<file path="src/rtl/i2s_transmitter.sv">
// I2S transmitter: accepts one signed stereo pair per frame through valid/ready,
// double-buffers it and shifts it out MSB-first with internally generated bclk/lrclk.
module i2s_transmitter #(
    parameter int AUDIO_WIDTH = 24,
    parameter int SLOT_WIDTH  = 32,
    parameter int BCLK_DIV    = 4
) (
    input  logic                          clk,
    input  logic                          rst,
    input  logic signed [AUDIO_WIDTH-1:0] sample_left,
    input  logic signed [AUDIO_WIDTH-1:0] sample_right,
    input  logic                          sample_valid,
    output logic                          sample_ready,
    output logic                          bclk,
    output logic                          lrclk,
    output logic                          sdata,
    output logic                          underrun
);
    localparam int FRAME_BITS = 2 * SLOT_WIDTH;
    localparam int PAD_W      = SLOT_WIDTH - AUDIO_WIDTH;
    localparam int DIV_W      = (BCLK_DIV > 1) ? $clog2(BCLK_DIV) : 1;
    localparam int BIT_W      = $clog2(FRAME_BITS);

    localparam logic [DIV_W-1:0] DIV_LAST = DIV_W'(BCLK_DIV - 1);
    localparam logic [BIT_W-1:0] BIT_LAST = BIT_W'(FRAME_BITS - 1);
    localparam logic [BIT_W-1:0] LR_FIRST = BIT_W'(SLOT_WIDTH - 1);
    localparam logic [BIT_W-1:0] LR_LAST  = BIT_W'(FRAME_BITS - 2);

    logic [DIV_W-1:0]       r_div_cnt;
    logic                   r_bclk;
    logic [BIT_W-1:0]       r_bit_cnt;
    logic [FRAME_BITS-1:0]  r_shift;
    logic                   r_lrclk;
    logic                   r_sdata;
    logic                   r_underrun;
    logic [AUDIO_WIDTH-1:0] r_hold_left;
    logic [AUDIO_WIDTH-1:0] r_hold_right;
    logic                   r_hold_full;

    logic                   w_tick;
    logic                   w_fall_tick;
    logic                   w_load;
    logic                   w_accept;
    logic [BIT_W-1:0]       w_bit_next;
    logic                   w_lrclk_next;
    logic [SLOT_WIDTH-1:0]  w_left_slot;
    logic [SLOT_WIDTH-1:0]  w_right_slot;
    logic [FRAME_BITS-1:0]  w_shift_src;

    // Zero-extend then shift left so the sample is MSB-aligned and padding is
    // always 0; this also works when there is no padding at all.
    assign w_left_slot  = SLOT_WIDTH'(r_hold_left)  << PAD_W;
    assign w_right_slot = SLOT_WIDTH'(r_hold_right) << PAD_W;

    assign w_tick      = (r_div_cnt == DIV_LAST);
    assign w_fall_tick = w_tick && r_bclk;
    assign w_load      = w_fall_tick && (r_bit_cnt == BIT_LAST);
    assign w_accept    = sample_valid && !r_hold_full;

    // NOTE: every signal driven here gets a default first, so no latch is inferred.
    always_comb begin
        w_bit_next   = r_bit_cnt + 1'b1;
        w_shift_src  = r_shift;
        if (r_bit_cnt == BIT_LAST) begin
            w_bit_next = '0;
        end
        if (w_load) begin
            w_shift_src = r_hold_full ? {w_left_slot, w_right_slot} : '0;
        end
        w_lrclk_next = (w_bit_next >= LR_FIRST) && (w_bit_next <= LR_LAST);
    end

    // NOTE: sequential state uses non-blocking assignments so every register
    // samples the pre-edge values of the others.
    always_ff @(posedge clk or posedge rst) begin
        if (rst) begin
            r_div_cnt  <= '0;
            r_bclk     <= 1'b0;
            r_bit_cnt  <= BIT_LAST;
            r_shift    <= '0;
            r_lrclk    <= 1'b0;
            r_sdata    <= 1'b0;
            r_underrun <= 1'b0;
        end else begin
            r_div_cnt  <= w_tick ? '0 : r_div_cnt + 1'b1;
            r_underrun <= w_load && !r_hold_full;
            if (w_tick) begin
                r_bclk <= !r_bclk;
            end
            if (w_fall_tick) begin
                r_bit_cnt <= w_bit_next;
                r_lrclk   <= w_lrclk_next;
                r_sdata   <= w_shift_src[FRAME_BITS-1];
                r_shift   <= w_shift_src << 1;
            end
        end
    end

    // A load consumes a full buffer (no accept possible then); a pair accepted
    // on an empty-buffer load cycle is kept for the following frame.
    always_ff @(posedge clk or posedge rst) begin
        if (rst) begin
            r_hold_full  <= 1'b0;
            r_hold_left  <= '0;
            r_hold_right <= '0;
        end else begin
            if (w_load) begin
                r_hold_full <= w_accept;
            end else if (w_accept) begin
                r_hold_full <= 1'b1;
            end
            if (w_accept) begin
                r_hold_left  <= sample_left;
                r_hold_right <= sample_right;
            end
        end
    end

    assign sample_ready = !r_hold_full;
    assign bclk         = r_bclk;
    assign lrclk        = r_lrclk;
    assign sdata        = r_sdata;
    assign underrun     = r_underrun;

endmodule

</file>
<file path="config.mk">
export PLATFORM = sky130hd
export DESIGN_NAME = i2s_transmitter
export DESIGN_NICKNAME = d
export VERILOG_FILES = /design/src/rtl/i2s_transmitter.sv
export SDC_FILE = /design/constraint.sdc
export NUM_CORES = 1
export LEC_CHECK = 0
export BUFFER_PORTS_ARGS = -buffer_cell sky130_fd_sc_hd__buf_2
export CAP_MARGIN = 5
export CELL_PAD_IN_SITES_DETAIL_PLACEMENT = 0
export CELL_PAD_IN_SITES_GLOBAL_PLACEMENT = 2
export CORE_ASPECT_RATIO = 1.5
export CORE_MARGIN = 5
export CORE_UTILIZATION = 25
export DETAILED_ROUTE_END_ITERATION = 8
export PLACE_DENSITY = 0.55
export SLEW_MARGIN = 20
export SYNTH_ARGS = -nofsm -noshare
export SYNTH_HDL_FRONTEND = slang
export SYNTH_SLANG_ARGS = --single-unit
export TNS_END_PERCENT = 100
</file>
<file path="constraint.sdc">
create_clock -name clk -period 11.1 [get_ports clk]
set_clock_uncertainty 0.2 [all_clocks]
set_input_delay 1.665 -clock clk [delete_from_list [all_inputs] [get_ports clk]]
set_output_delay 1.665 -clock clk [all_outputs]
set_load 0.1 [all_outputs]
</file>
==> flow_metrics.tcl <==
set metrics [dict create \
    syn_area_um2 4930 \
    powerDensity_nw_per_um2 175 \
    htree_levels 4 \
    drive_gt1_frac 0.292 \
    ff2ff_setup_slack_ps 8690 \
    grt_max_degree 111 \
    routed_wirelength_um 11400 \
    rsz0062_at_grt "no" \
    timing.hold.ws_ps 228 \
    wire_per_inst_um 14.6 \
    grt_overflow 0 \
    drt-initial-drc-count 206 \
    yosys_warnings 0 \
    required_ps 9240 \
    rows 63 \
    postPlaceCellArea_um2 5390 \
    post-route-period-util 0.317 \
    r2r_cells 5 \
    hold_end "r_div_cnt[0]" \
    cts_setup_buffers 0 \
    whs_path_depth 1 \
    die_h_um 182 \
    nets 559 \
    finalHoldViolCount 0 \
    relSlewSlack 0.479 \
    irDropWorstVdd_mv 0.104 \
    synth_seq_cells 116 \
    critPathKind "flip-flop to output pin" \
    cts_sinks 116 \
    hold_path_class "flip-flop to flip-flop" \
    arrival_ps 1650 \
    syn_nets 516 \
    yosys.cell_types.count 30 \
    num_antenna_cells 0 \
    finalSetupTns_ps 0 \
    use_met3 0.0303 \
    dieArea_um2 22700 \
    synth_edf_count 0 \
    drt-pass1-iter-count 4 \
    post_synth.cell_area_avg_um2 10.7 \
    fmax_ghz 0.284 \
    cts_root_buf "clkbuf_16" \
    clk_path_buf_depth 2 \
    clock_latency_ps 400 \
    setup_viol 0 \
    gp_congestion 0.662 \
    maxSlewViolCount 0 \
    io_pins 56 \
    cts-buffers-inserted 17 \
    fin_crit_ps 3520 \
    async_reset_ff_frac 1.00 \
    die_w_um 125 \
    cp-start-kind "flip-flop" \
    fin_util 0.307 \
    hold_start "r_div_cnt[0]" \
    antenna_left 0 \
    top_usage_layer "met2" \
    antenna_found_initial 0 \
    status "completed" \
    grt_first_pass_wirelength_um 19500 \
    netlist_instances 461 \
    start_util 0.251 \
    grt_util_all_layers 0.106 \
    clkTransAtPathRegs_ps 60 \
    power_leakage_nw 2.58 \
    worst_slew_pin_slew_ps 782 \
    finalInstanceArea_um2 6030 \
    routed_via_density 4.53 \
    synth-seq-area-share 0.591 \
    area_delta_synth_final_pct 22.4 \
    reg2reg_to "r_shift[26]" \
    r2r_start "r_bit_cnt[1]" \
    cts_resized 0 \
    grt_pass1_vias 3821 \
    port_buffers 55 \
    drv_cap 0 \
    fp.coreArea_um2 19600 \
    cp_max_fo 53 \
    tritoncts "yes" \
    gr-usage-met1 0.130 \
    synth_flop_cell "dfrtp_1" \
    drc 0 \
    vias 3516 \
    crit_path_end_kind "output pin" \
    postCtsHoldBufs 0 \
    dp_hpwl_um 6640 \
    grt_use_met2 0.179 \
]
## synth_stat cells, types with 4 or more instances
master    number  area [um2]
a31oi_1       49         307
nor2_1        51         191
buf_6          4        45.0
o21ai_0       15        75.1
dfstp_2        6         158
dfrtp_1      110        2750
buf_2         15        75.1
ha_1           4        50.1
mux2_2        48         541
clkbuf_1      15        56.3
inv_1          4        15.0
nand3_1       51         255
nand2_1       69         259
## report_power, final
part           leakage (nW)  internal (mW)  switching [mW]  total, mW
clock                 0.288          0.365           0.196      0.561
combinational         0.775         0.0211          0.0155     0.0366
sequential             1.51          0.444          0.0111      0.455
total                  2.58          0.829           0.223       1.05
## cells by family after synthesis
family,Yosys count,share of synthesized area
and+or+nand+nor,181,0.157
DFF,116,0.591
AOI/OAI and AO/OA,68,0.0838
muxes,48,0.110
buffers and inverters,40,0.0411
xor gates and xnor gates,4,0.00711
adders and majority gates,4,0.0102
## metrics by stage
stage / instances / power (mW) / setup slack (ps)
floorplan: 461 / 0.482 / 6170
global placement: 744 / 0.500 / 7650
detailed placement: 744 / 0.501 / 7630
CTS: 776 / 1.07 / 7530
global route: 777 / 1.10 / 7450
finish: 777 / 1.05 / 7580
## registers in the layout (all words and copies together) (netlist names), 2 cells and up
register and count:
r_shift 55, r_hold_left 24, r_hold_right 24, r_bit_cnt 6, r_div_cnt 2
## worst max path at each step
stage,startpoint,endpoint,slack (ps)
3_5_place_dp,rst,r_hold_full,7630
6_report,r_hold_full,sample_ready,7580
4_1_cts,r_hold_full,sample_ready,7530
5_1_grt,r_hold_full,sample_ready,7450
2_1_floorplan,rst,bclk,6170
3_3_place_gp,rst,r_hold_full,7650
## worst max-delay path, stage by stage, from the launching register on
cell and delay [ps]:
dfrtp_2 380, buf_4 320, inv_1 110, buf_2 430
## layer usage
| metal | vias to the layer above | share of wire |
|---|---|---|
| li1 | 1694 | - |
| met1 | 1762 | 0.45 |
| met2 | 50 | 0.51 |
| met3 | 10 | 0.030 |
| met4 | 0 | 0.011 |
| met5 | - | 0 |
## final cells by class
type | instances | area [um2]
inverter | 4 | 17.5
fill | 2034 | 13600
clock buffer | 20 | 457
timing repair buffer | 60 | 333
clock inverter | 12 | 153
tap | 260 | 325
sequential | 116 | 2910
multi-input combinational | 305 | 1830
## cell usage in the layout (no fill, tap or decap), drive strengths merged, types with 2 or more instances in the layout
| cell | count |
|---|---|
| ha | 4 |
| buf | 60 |
| nand2 | 69 |
| bufinv | 3 |
| nand4 | 2 |
| nor2 | 51 |
| nand3 | 51 |
| clkbuf | 20 |
| and3 | 2 |
| xnor2 | 2 |
| clkinvlp | 4 |
| clkinv | 4 |
| dfstp | 6 |
| inv | 5 |
| dfrtp | 110 |
| a31oi | 49 |
| mux2 | 48 |
| o21ai | 15 |
| xor2 | 2 |
Note: power is estimated with default switching activity, not from simulation.
